### config.mk
export PLATFORM = sky130hd
export DESIGN_NAME = mack_dtack_gen
export DESIGN_NICKNAME = d
export VERILOG_FILES = /design/src/rtl/mack_bus_pkg.sv /design/src/rtl/mack_sync2.sv /design/src/rtl/mack_dtack_gen.sv
export SDC_FILE = /design/constraint.sdc
export NUM_CORES = 1
export LEC_CHECK = 0
export CAP_MARGIN = 20
export CORE_MARGIN = 4
export CORE_UTILIZATION = 40
export CTS_BUF_LIST = sky130_fd_sc_hd__clkbuf_4 sky130_fd_sc_hd__clkbuf_8 sky130_fd_sc_hd__clkbuf_16
export DETAILED_ROUTE_END_ITERATION = 7
export DONT_BUFFER_PORTS = 1
export PLACE_DENSITY = 0.52
export SYNTH_ARGS = -nofsm -noshare
export SYNTH_HDL_FRONTEND = slang
export SYNTH_HIERARCHICAL = 1
export SYNTH_SLANG_ARGS = --single-unit
### constraint.sdc
create_clock -name CLK -period 1.7 [get_ports CLK]
set_clock_uncertainty 0.05 [all_clocks]
set_input_delay 0.34 -clock CLK [delete_from_list [all_inputs] [get_ports CLK]]
set_output_delay 0.34 -clock CLK [all_outputs]
set_load 0.02 [all_outputs]
### src/rtl/mack_bus_pkg.sv
// mack_bus_pkg -- shared definitions for the 68000 bus-cycle acknowledge logic.
//
// Contents:
//   state_e       acknowledge FSM states (IDLE, WAIT, EXT, ACK, AVEC, BERR)
//   *_DEF         default wait/timeout constants for top-level overrides
package mack_bus_pkg;

  typedef enum logic [2:0] {
    ST_IDLE = 3'd0,  // no bus cycle in progress
    ST_WAIT = 3'd1,  // counting wait states (ROM/RAM) or waiting for timeout (unmapped)
    ST_EXT  = 3'd2,  // waiting for the DUART's own DTACK
    ST_ACK  = 3'd3,  // DTACK asserted
    ST_AVEC = 3'd4,  // VPA asserted for an autovectored interrupt acknowledge
    ST_BERR = 3'd5   // BERR asserted
  } state_e;

  localparam int unsigned ROM_WAIT_DEF = 2;
  localparam int unsigned RAM_WAIT_DEF = 0;
  localparam int unsigned TIMEOUT_DEF  = 64;
  localparam int unsigned CNT_W_DEF    = 8;

endpackage

### src/rtl/mack_sync2.sv
// mack_sync2 -- two-flop synchroniser for an asynchronous active-low input.
// Both flops reset to 1 (the negated level) so nothing spurious is seen
// coming out of reset.
//
// Ports:
//   clk_i  clock
//   rst_i  synchronous reset, active-high
//   d_i    asynchronous input
//   q_o    synchronised output, two clocks behind d_i
module mack_sync2 (
  input  logic clk_i,
  input  logic rst_i,
  input  logic d_i,
  output logic q_o
);

  logic s1_q;
  logic s2_q;

  always_ff @(posedge clk_i) begin
    if (rst_i) begin
      s1_q <= 1'b1;
      s2_q <= 1'b1;
    end else begin
      s1_q <= d_i;
      s2_q <= s1_q;
    end
  end

  assign q_o = s2_q;

endmodule

### src/rtl/mack_dtack_gen.sv
// mack_dtack_gen -- 68000 bus-cycle acknowledge generator.
// Sits behind the address decoder: inserts per-device wait states before
// DTACK, passes the DUART's DTACK through a synchroniser, autovectors
// interrupt-acknowledge cycles via VPA and raises BERR on unmapped or hung
// cycles. All outputs are registered decodes of the next state.
//
// Ports (all active-low except CLK/RST):
//   CLK       clock, all state on rising edge
//   RST       synchronous reset, active-high
//   AS        CPU address strobe
//   IACK      interrupt-acknowledge decode
//   ROMEN     ROM chip enable
//   RAMEN     RAM chip enable
//   DUARTEN   DUART chip enable
//   DTACK_IN  DUART DTACK, asynchronous
//   DTACK     data transfer acknowledge to CPU
//   BERR      bus error to CPU
//   VPA       valid peripheral address to CPU (autovector)
module mack_dtack_gen
  import mack_bus_pkg::*;
#(
  parameter int unsigned ROM_WAIT = ROM_WAIT_DEF,
  parameter int unsigned RAM_WAIT = RAM_WAIT_DEF,
  parameter int unsigned TIMEOUT  = TIMEOUT_DEF,
  parameter int unsigned CNT_W    = CNT_W_DEF
) (
  input  logic CLK,
  input  logic RST,
  input  logic AS,
  input  logic IACK,
  input  logic ROMEN,
  input  logic RAMEN,
  input  logic DUARTEN,
  input  logic DTACK_IN,
  output logic DTACK,
  output logic BERR,
  output logic VPA
);

  localparam logic [3:0] ROM_W = 4'(ROM_WAIT);
  localparam logic [3:0] RAM_W = 4'(RAM_WAIT);
  // The counter is cleared on the start edge and counts once per edge after
  // it, so it holds TIMEOUT-2 on the edge that must move to BERR.
  localparam logic [CNT_W-1:0] TO_LAST = CNT_W'(TIMEOUT - 2);

  state_e           state_q, state_d;
  logic [3:0]       wait_q, wait_d;
  logic [CNT_W-1:0] to_q, to_d;
  logic             unm_q, unm_d;
  logic             dtack_q, berr_q, vpa_q;
  logic             dtack_s;

  mack_sync2 u_dtack_sync (
    .clk_i (CLK),
    .rst_i (RST),
    .d_i   (DTACK_IN),
    .q_o   (dtack_s)
  );

  always_comb begin
    state_d = state_q;
    wait_d  = wait_q;
    to_d    = to_q;
    unm_d   = unm_q;
    case (state_q)
      ST_IDLE: begin
        wait_d = '0;
        to_d   = '0;
        unm_d  = 1'b0;
        if (!AS) begin
          if (!IACK) begin
            state_d = ST_AVEC;
          end else if (!DUARTEN) begin
            state_d = ST_EXT;
          end else if (!ROMEN) begin
            // ROM beats RAM: both are enabled together in the boot window.
            wait_d  = ROM_W;
            state_d = (ROM_W == 4'd0) ? ST_ACK : ST_WAIT;
          end else if (!RAMEN) begin
            wait_d  = RAM_W;
            state_d = (RAM_W == 4'd0) ? ST_ACK : ST_WAIT;
          end else begin
            // Unmapped: wait with no acknowledge so the timeout raises BERR.
            unm_d   = 1'b1;
            state_d = ST_WAIT;
          end
        end
      end
      ST_WAIT: begin
        to_d = to_q + CNT_W'(1);
        if (!unm_q) wait_d = wait_q - 4'd1;
        // Acknowledge is tested first so it wins a tie with the timeout.
        if (!unm_q && wait_q == 4'd1) state_d = ST_ACK;
        else if (to_q == TO_LAST)     state_d = ST_BERR;
      end
      ST_EXT: begin
        to_d = to_q + CNT_W'(1);
        if (!dtack_s)               state_d = ST_ACK;
        else if (to_q == TO_LAST)   state_d = ST_BERR;
      end
      default: ;  // ACK/AVEC/BERR hold until AS negates
    endcase
    // AS negated ends (or aborts) the cycle from any state.
    if (AS) state_d = ST_IDLE;
  end

  always_ff @(posedge CLK) begin
    if (RST) begin
      state_q <= ST_IDLE;
      wait_q  <= '0;
      to_q    <= '0;
      unm_q   <= 1'b0;
      dtack_q <= 1'b1;
      berr_q  <= 1'b1;
      vpa_q   <= 1'b1;
    end else begin
      state_q <= state_d;
      wait_q  <= wait_d;
      to_q    <= to_d;
      unm_q   <= unm_d;
      dtack_q <= (state_d != ST_ACK);
      berr_q  <= (state_d != ST_BERR);
      vpa_q   <= (state_d != ST_AVEC);
    end
  end

  assign DTACK = dtack_q;
  assign BERR  = berr_q;
  assign VPA   = vpa_q;

endmodule
==> results of run 1 <==
## synth_stat cells (2+ instances only)
| master | count |
|---|---|
| a211oi_1 | 3 |
| a21oi_1 | 9 |
| buf_2 | 4 |
| dfxtp_1 | 21 |
| ha_1 | 4 |
| inv_1 | 7 |
| nand2_1 | 5 |
| nand3_1 | 6 |
| nand4_1 | 3 |
| nor2_1 | 9 |
| nor3_1 | 4 |
| o211ai_1 | 2 |
| o21ai_0 | 3 |
| or2_1 | 2 |
| or3_1 | 3 |
| or3b_1 | 2 |
| xor2_1 | 2 |
## cell type report
class | count | area, um^2 | share of cell area (%)
Clock buffer | 3 | 22.5 | 1.73
Clock inverter | 1 | 7.51 | 0.576
Inverter | 8 | 30.0 | 2.31
Multi-Input combinational cell | 82 | 646 | 49.6
Sequential cell | 21 | 424 | 32.6
Tap cell | 30 | 37.5 | 2.88
Timing Repair Buffer | 18 | 135 | 10.4
## worst max path at each step
stage | startpoint | to | slack [ns]
6_report | wait_q[1] | DTACK | -0.02
5_1_grt | to_q[1] | DTACK | -0.1
4_1_cts | to_q[0] | DTACK | -0.09
3_5_place_dp | wait_q[1] | DTACK | -0.09
3_3_place_gp | to_q[0] | DTACK | -0.04
2_1_floorplan | to_q[0] | DTACK | -0.03
## flip-flops by register name, indices dropped and copies added, names as in the netlist
register,cells
VPA,1
u_dtack_sync/q_o,1
unm_q,1
state_q,3
BERR,1
wait_q,4
to_q,8
u_dtack_sync/s1_q,1
DTACK,1
## power by group through the flow
| stage | combinational [W] | clock, W | sequential [W] |
|---|---|---|---|
| 2_1_floorplan | 0.000123 | 0 | 0.000536 |
| 3_3_place_gp | 0.000162 | 0 | 0.000535 |
| 3_5_place_dp | 0.000164 | 0 | 0.000535 |
| 4_1_cts | 0.000167 | 0.000260 | 0.000526 |
| 5_1_grt | 0.000188 | 0.000274 | 0.000529 |
| 6_report | 0.000172 | 0.000247 | 0.000525 |
## kinds of logic after synthesis
logic type	count (synthesis)	synth area share [%]
and+or+nand+nor	49	31.5
xor gates and xnor gates	3	2.40
AOI/OAI and AO/OA	25	15.7
adders and majority gates	4	4.57
DFF	21	38.4
muxes	1	1.03
buffers and inverters	15	6.40
## stage by stage
stage	area [um^2]	setup slack, ns
after floorplan	1100	-0.0317
after global placement	1230	-0.0375
after detailed placement	1230	-0.0908
after CTS	1280	-0.0859
after global routing	1300	-0.0980
final	1300	-0.0232
## worst max-delay path: cells and delay by family, from the launching register on
| kind | cells | cell delay [ns] |
|---|---|---|
| fa+ha+maj | 1 | 0.14 |
| simple gates | 2 | 0.59 |
| compound gates | 2 | 0.43 |
| buf+inv | 1 | 0.08 |
| flops | 1 | 0.33 |
## timing repair
action | in CTS | in global routing
pin swaps | 3 | 6
gates resized for setup | 4 | 5
buffers inserted | 0 | 1
endpoints found under the setup margin | 1 | 5
cloned | 0 | 0
hold buffers | 0 | 0
## layer usage
layer / track usage [%] / part of all wire, % / vias to the layer above
met5: 0 / 0 / -
met3: 4.75 / 3.3 / 2
met2: 22.4 / 47 / 7
met1: 16.6 / 49 / 403
li1: - / - / 449
met4: 2.85 / 0.88 / 0
==> metrics.yaml, run 1 <==
cpPeakStageDelay_ns: 0.37
synth_area_leaders: "dfxtp_1 38%, ha_1 4.6%, a21oi_1 4.1%, nor2_1 3.1%, nand3_1 2.7%"
worstPathCellList: "inv_1, ha_1, nor4b_4, o21ai_1, a211o_2, or3b_1"
rsz0062_at_grt: "yes"
cts_tree: "built"
synthArstFlopShare_pct: 0
reg2reg_from: "wait_q[1]"
synth-warning-count: 6
dp_cells: 158
dieArea_um2: 3640
crit_path_max_fanout: 3
rr_worst_depth: 6
area_growth_pct: 19.0
worst_slew_pin_slew_ns: 0.306
syn_nets: 130
worstSetupPathType: "flip-flop to flip-flop"
synth_top_area_share_pct: 38.4
synth_top_cell_by_area: "dfxtp_1"
grt.overflow.total: 0
ctsLongestPathBuffers: 2
synth_area_um2: 1090
num_rows: 18
synthCells: 118
final_cells: 163
dr_total_vias: 861
grt_pass1_wl_um: 3660
gp_congestion: 0.805
final_nets: 146
drt_iter0_drc: 12
peakVddDrop_v: 0.000604
hold_viol: 0
cts_sinks: 21
p_total_w: 0.000944
whs_ns: 0.0350
finalMaxSlewViolations: 0
gr-usage-all-layers_pct: 13.4
critPathLaunchType: "flip-flop"
tns_ns: -0.0232
hold_path.class: "input pin to flip-flop"
clk_latency_ns: 0.30
failed_checks: "setup timing"
leakagePower_nw: 0.496
crit_path_top_delay_cell: "or3b_1"
portBuffers: 0
synth-seq-cells: 21
p_sw_w: 0.000254
hp-start: "RST"
p_comb_share_pct: 18.2
final_cell_mix: "18 x dfxtp_1, 18 x buf_4, 9 x a21oi_1, 9 x nor2_1"
via_per_inst: 5.28
die_y_um: 60.3
period_share_pct: 101
pwr-share-seq_pct: 55.6
drt_wl_total_um: 2160
root_buffer: "clkbuf_4"
cp.required_ns: 1.85
status: "finished, violations left"
dr.pass1.iters: 4
grt_max_degree: 19
io_pins: 11
numCtsBuffers: 3
p_sw_share_pct: 26.9
path_clk_slew_ns: 0.12
power_frac_clock_pct: 26.1
relSlewSlack_pct: 79.5
nFillCells: 249
cp.arrival_ns: 1.88
ys_types: 46
period_minus_slack_ns: 1.72
max-cap-violations: 0
drive_above_1_share_pct: 32.3
min_to: "to_q[2]"
synth_edf_count: 0
seq_area_frac_synth_pct: 38.4
cp-end-kind: "flip-flop"
wl_per_cell_um: 13.3
holdPathStages: 1
setup_slack_ns: -0.0232
grt_pass1_vias: 815
synth_flop_cell: "dfxtp_1"
max_clock_freq_mhz: 580
antenna_found_initial: 0
r2r_setup_slack_ns: -0.02
antennaDiodeCount: 0
avgSynthCellArea_um2: 9.28
utilization_pct: 51.2
start_util_pct: 43.0
setup_viol: 1
core-area_um2: 2540
worstReg2RegEnd: "DTACK"
powerDensity_nw_per_um2: 725
htreeDepth: 1
fp.dieW_um: 60.3
drc: 0
p_int_w: 0.000690
hpwl_um: 1680
detail-route-antenna-nets: 0
Power figures use the tool's default switching activity.
==> run 2: changes to the inputs <==
Settings changed: CAP_MARGIN 20 to 40, CORE_UTILIZATION 40 to 50, PLACE_DENSITY 0.52 to 0.64.
==> run 2 against run 1 <==
  * The run still ends with setup timing left
  * First-iteration DRC count grew 8.3%
  * Die area fell by 17%
  * Worst hold slack worse by 0.00062 ns
  * Count of clock-buffer cells in the layout stayed put
  * Via count increased by 3.4%
  * Global-route usage increased by 3.1 points
  * Sequential cell count did not move
  * Non-clock buffer count increased by 3
  * Cell area up 2.4%
  * Critical path type unchanged
  * Critical endpoint unchanged
  * Largest power group unchanged
==> metrics.yaml, run 2 (synthesis results as in run 1) <==
status: "finished, violations left"
failed_checks: "setup timing"
pwr-share-seq_pct: 55.7  # about the same
max-cap-violations: 0  # unchanged
p_sw_share_pct: 26.4  # -0.56 points
area_growth_pct: 21.8
grt_pass1_vias: 852  # +4.5%
final_cell_mix: "21 x buf_4, 18 x dfxtp_1, 9 x a21oi_1, 9 x nor2_1, 6 x nand3_1"
rr_worst_depth: 5  # -1
largest-register: "to_q"
root_buffer: "clkbuf_4"
clk_latency_ns: 0.30  # about the same
leakagePower_nw: 0.519  # +4.7%
drc: 0  # unchanged
num_rows: 16  # -2
worstSetupEndpoint: "DTACK"
peakVddDrop_v: 0.000658  # +8.9%
dr.pass1.iters: 4  # unchanged
drt_wl_total_um: 2110  # -2.5%
io_pins: 11  # unchanged
critPathLaunchType: "flip-flop"
numCtsBuffers: 3  # unchanged
max_clock_freq_mhz: 585  # +0.74%
cp.arrival_ns: 1.85  # -0.03 ns
post-cts-setup-buffer-count: 0  # unchanged
grt.overflow.total: 0  # unchanged
startpoint: "wait_q[0]"
stdcell_area_um2: 1330  # +2.4%
worst_slew_pin_slew_ns: 0.284  # -0.0214 ns
relSlewSlack_pct: 81.0  # +1.4 points
final_nets: 149  # +2.1%
grt_max_degree: 19  # unchanged
via_per_inst: 5.46  # +3.4%
hp-start: "RST"
rsz0062_at_grt: "yes"
r2r_setup_slack_ns: -0.01  # about the same
drive_above_1_share_pct: 36.0  # +3.7 points
power_frac_clock_pct: 25.0  # -1.1 points
period_minus_slack_ns: 1.71  # -0.0126 ns
largest_reg_flops: 8  # unchanged
cp-end-kind: "flip-flop"
gp_congestion: 0.785  # -2.5%
worstReg2RegEnd: "DTACK"
hold_path.class: "input pin to flip-flop"
whs_ns: 0.0344  # -0.000624 ns
hpwl_um: 1580  # -5.4%
htreeDepth: 1  # unchanged
p_int_w: 0.000696  # +0.88%
cts_sinks: 21  # unchanged
finalMaxSlewViolations: 0  # unchanged
start_util_pct: 54.1  # +11 points
p_comb_share_pct: 19.3  # +1.1 points
largestRegisters: "to_q: 8 flops, wait_q: 4 flops, state_q: 3 flops"
worstSetupPathType: "flip-flop to flip-flop"
portBuffers: 0  # unchanged
drt_iter0_drc: 13  # +1
cts_hold_buf: 0  # unchanged
place_ws_ns: -0.0896  # +0.00127 ns
antenna_found_initial: 0  # unchanged
setup_viol: 1  # unchanged
detail-route-antenna-nets: 0  # unchanged
die_y_um: 54.8  # -9.2%
gr-usage-all-layers_pct: 16.5  # +3.1 points
final_common_cell: "buf_4"
antennaDiodeCount: 0  # unchanged
powerDensity_nw_per_um2: 709  # -2.2%
fp.dieW_um: 54.8  # -9.2%
dr_total_vias: 890  # +3.4%
cp.required_ns: 1.84  # about the same
core-area_um2: 2020  # -21%
ctsLongestPathBuffers: 2  # unchanged
reg2reg_from: "wait_q[0]"
p_sw_w: 0.000249  # -2.0%
path_clk_slew_ns: 0.12  # about the same
period_share_pct: 101  # -0.74 points
setup_slack_ns: -0.0106  # +0.0126 ns
cts_tree: "built"
crit_path_max_fanout: 2  # -1
grt_pass1_wl_um: 3550  # -3.0%
wl_per_cell_um: 12.9  # -2.5%
dieArea_um2: 3000  # -17%
placed_area_um2: 1250  # +2.1%
hold_viol: 0  # unchanged
==> run 2: cell count changes in the layout (fill, tap and decap cells not counted) <==
cell	before	now
or3b_1	2	1
clkinvlp_4	1	0
buf_4	18	21
or3b_4	0	1
clkinv_2	0	1
ha_1	3	2
inv_1	6	5
ha_4	1	2
inv_2	1	2
==> run 2: area by class of cell <==
type                            instances  area [um^2]
Clock buffer                            3         22.5
Sequential cell                        21          424
Clock inverter                          1         5.00
Inverter                                8         30.0
Tap cell                               27         33.8
Fill cell                             174          688
Multi-Input combinational cell         82          661
Timing Repair Buffer                   21          158
==> run 2: worst max-delay path, stage by stage (launching register included) <==
cell and delay [ns]:
dfxtp_1 0.39, ha_4 0.14, nor4b_4 0.22, o21ai_1 0.12
a211o_2 0.31, or3b_1 0.37
==> run 2: power groups by stage <==
stage	sequential, W	combinational, W	clock, W
after floorplan	0.000536	0.000123	0
after global placement	0.000534	0.000170	0
after detailed placement	0.000534	0.000172	0
after CTS	0.000525	0.000176	0.000250
after global routing	0.000529	0.000198	0.000266
final	0.000527	0.000182	0.000237
==> run 2: metrics by stage <==
stage | util (%) | total power [W] | setup TNS (ns) | instances
after floorplan | - | 0.000659 | -0.0317 | 118
after global placement | 62.0 | 0.000704 | -0.0240 | 159
after detailed placement | 62.0 | 0.000706 | -0.0896 | 159
after CTS | 64.4 | 0.000952 | -0.0657 | 163
after global routing | 66.0 | 0.000992 | -0.115 | 163
final | 66.0 | 0.000945 | -0.0106 | 163
==> run 2: routing by layer <==
layer	routed length [um]	vias up	share of wire, %	GRT usage [%]
met4	21	0	1.0	6.22
met1	984	417	47	19.9
met5	0	-	0	0
met2	1040	11	49	28.3
li1	-	458	-	-
met3	60	4	2.8	3.54
==> run 2: timing repair <==
action / CTS / global route
setup endpoints to repair: 3 / 7
pin swaps: 4 / 5
resized for setup: 5 / 8
==> run 2: worst min-delay path by stage <==
stage                  endpoint  slack, ns  cells after the start
2_1_floorplan  u_dtack_sync/q_o       0.33                      1
3_3_place_gp   u_dtack_sync/q_o       0.34                      1
3_5_place_dp            to_q[0]       0.36                      1
4_1_cts                 to_q[0]       0.02                      1
5_1_grt                 to_q[5]       0.01                      1
6_report                to_q[5]       0.03                      1
==> run 3: changes to the inputs <==
Settings changed: REMOVE_ABC_BUFFERS from default to 1.
==> run 3 against run 2 <==
  * The flow still finishes with violations (setup timing)
  * Sequential cell count unchanged
  * Fmax fell by 0.60%
  * Clock power increased by 8.9%
  * Cell area up 1.2%
  * Routed wire length is 5.2% higher
  * Register-to-register slack about the same
  * Critical path depth grew 1
  * Die area unchanged
  * Worst hold slack got worse by 0.00076 ns
  * Setup slack got worse by 0.010 ns
==> metrics.yaml, run 3 (synthesis results as in run 1) <==
cts_tree: "built"
grt_max_degree: 19  # unchanged
leakagePower_nw: 0.524  # +0.93%
tns_ns: -0.0210  # -0.0104 ns
rr_worst_depth: 6  # +1
core-area_um2: 2020  # unchanged
wl_per_cell_um: 13.5  # +4.6%
detail-route-antenna-nets: 0  # unchanged
setup_viol: 1  # unchanged
hp-start: "RST"
drt_wl_total_um: 2220  # +5.2%
grt.overflow.total: 0  # unchanged
hold_path.class: "input pin to flip-flop"
max_clock_freq_mhz: 581  # -0.60%
cp-end-kind: "flip-flop"
worstSetupPathType: "flip-flop to flip-flop"
largest_reg_flops: 8  # unchanged
worst_slew_pin_slew_ns: 0.297  # +0.0129 ns
dr_total_vias: 882  # -0.90%
crit_path_max_fanout: 2  # unchanged
path_clk_slew_ns: 0.12  # about the same
ctsLongestPathBuffers: 2  # unchanged
gp_congestion: 0.787  # +0.20%
period_share_pct: 101  # +0.61 points
peakVddDrop_v: 0.000618  # -6.0%
antennaDiodeCount: 0  # unchanged
setup_slack_ns: -0.0210  # -0.0104 ns
hold_viol: 0  # unchanged
status: "finished, violations left"
antenna_found_initial: 0  # unchanged
startpoint: "wait_q[1]"
holdPathStages: 1  # unchanged
drc: 0  # unchanged
final_common_cell: "buf_4"
worstReg2RegEnd: "DTACK"
max-cap-violations: 0  # unchanged
drt_iter0_drc: 19  # +6
p_int_w: 0.000721  # +3.5%
cts_hold_buf: 0  # unchanged
cp.required_ns: 1.84  # about the same
start_util_pct: 54.1  # unchanged
htreeDepth: 1  # unchanged
root_buffer: "clkbuf_4"
pwr-share-seq_pct: 54.2  # -1.5 points
relSlewSlack_pct: 80.1  # -0.86 points
largestRegisters: "to_q: 8 flops, wait_q: 4 flops, state_q: 3 flops"
critPathLaunchType: "flip-flop"
drive_above_1_share_pct: 38.0  # +1.9 points
failed_checks: "setup timing"
final_cell_mix: "22 x buf_4, 17 x dfxtp_1, 9 x a21oi_1, 9 x nor2_1"
finalMaxSlewViolations: 0  # unchanged
rsz0062_at_grt: "yes"
numCtsBuffers: 3  # unchanged
period_minus_slack_ns: 1.72  # +0.0104 ns
io_pins: 11  # unchanged
dieArea_um2: 3000  # unchanged
die_y_um: 54.8  # unchanged
p_sw_share_pct: 25.9  # -0.41 points
r2r_setup_slack_ns: -0.02  # about the same
p_sw_w: 0.000253  # +1.4%
powerDensity_nw_per_um2: 721  # +1.7%
cts_sinks: 21  # unchanged
grt_pass1_vias: 888  # +4.2%
hpwl_um: 1600  # +0.65%
cp.arrival_ns: 1.86  # about the same
dr.pass1.iters: 4  # unchanged
area_growth_pct: 23.3
num_rows: 16  # unchanged
min_to: "to_q[5]"
grt_pass1_wl_um: 3830  # +7.8%
reg2reg_from: "wait_q[1]"
p_comb_share_pct: 19.3  # about the same
clk_latency_ns: 0.30  # about the same
fp.dieW_um: 54.8  # unchanged
final_nets: 150  # +0.67%
utilization_pct: 66.8  # +0.80 points
via_per_inst: 5.38  # -1.5%
portBuffers: 0  # unchanged
power_frac_clock_pct: 26.5  # +1.5 points
largest-register: "to_q"
gr-usage-all-layers_pct: 17.6  # +1.0 points
[run 3: cell types whose count changed in the layout (fill, tap and decap cells not counted)]
cell / before / now
nand3_1: 6 / 5
dfxtp_2: 3 / 4
clkbuf_4: 3 / 4
buf_4: 21 / 22
clkinv_2: 1 / 0
dfxtp_1: 18 / 17
nand3_2: 0 / 1
[run 3: layer usage]
metal / up-vias / track usage (%) / part of all wire [%]
met5: - / 0 / 0
met4: 0 / 4.98 / 0.54
met3: 2 / 4.90 / 2.6
met2: 7 / 29.5 / 50
met1: 415 / 21.6 / 47
li1: 458 / - / -
[run 3: how the worst max path moves through the flow]
stage                  to  slack (ns)  cells after the start
floorplan           DTACK       -0.10                      5
global placement    DTACK       -0.15                      6
detailed placement  DTACK       -0.27                      6
CTS                 DTACK       -0.06                      6
global route        DTACK       -0.12                      6
finish              DTACK       -0.02                      6
[run 3: critical path, cell delays in order, from the launching register on]
cell and delay [ns]:
dfxtp_2 0.34, inv_2 0.07, ha_4 0.12, nor4b_4 0.24, o21ai_1 0.09, a211o_2 0.34, or3b_1 0.37
[run 3: cell type report]
cell class	count	area, um^2
fillers	177	672
multi-input cells	82	666
flip-flops and latches	21	425
repair buffers	22	165
well taps	27	33.8
clock buffers	4	30.0
inverters	8	30.0
[run 3: timing repair]
item                                    4_1_cts  5_1_grt
endpoints found under the setup margin        3        6
endpoints found under the hold margin         0        0
gates cloned                                  0        0
setup buffers                                 1        1
pin swaps                                     6        5
gates resized for setup                       9        8
[run 3: metrics by stage]
| stage | area [um^2] | std cells | setup slack, ns | hold slack (ns) | total power (W) |
|---|---|---|---|---|---|
| finish | 1350 | 164 | -0.0210 | 0.0336 | 0.000973 |
| global route | 1350 | 164 | -0.116 | 0.0121 | 0.00102 |
| CTS | 1310 | 163 | -0.0604 | 0.0308 | 0.000968 |
| detailed placement | 1240 | 158 | -0.267 | 0.355 | 0.000703 |
| global placement | 1240 | 158 | -0.154 | 0.345 | 0.000701 |
| floorplan | 1050 | 111 | -0.101 | 0.333 | 0.000644 |
[run 3: power by group through the flow]
stage / combinational [W] / sequential, W / clock, W
6_report: 0.000188 / 0.000527 / 0.000258
5_1_grt: 0.000208 / 0.000529 / 0.000285
4_1_cts: 0.000177 / 0.000526 / 0.000265
3_5_place_dp: 0.000169 / 0.000534 / 0
3_3_place_gp: 0.000168 / 0.000533 / 0
2_1_floorplan: 0.000104 / 0.000540 / 0
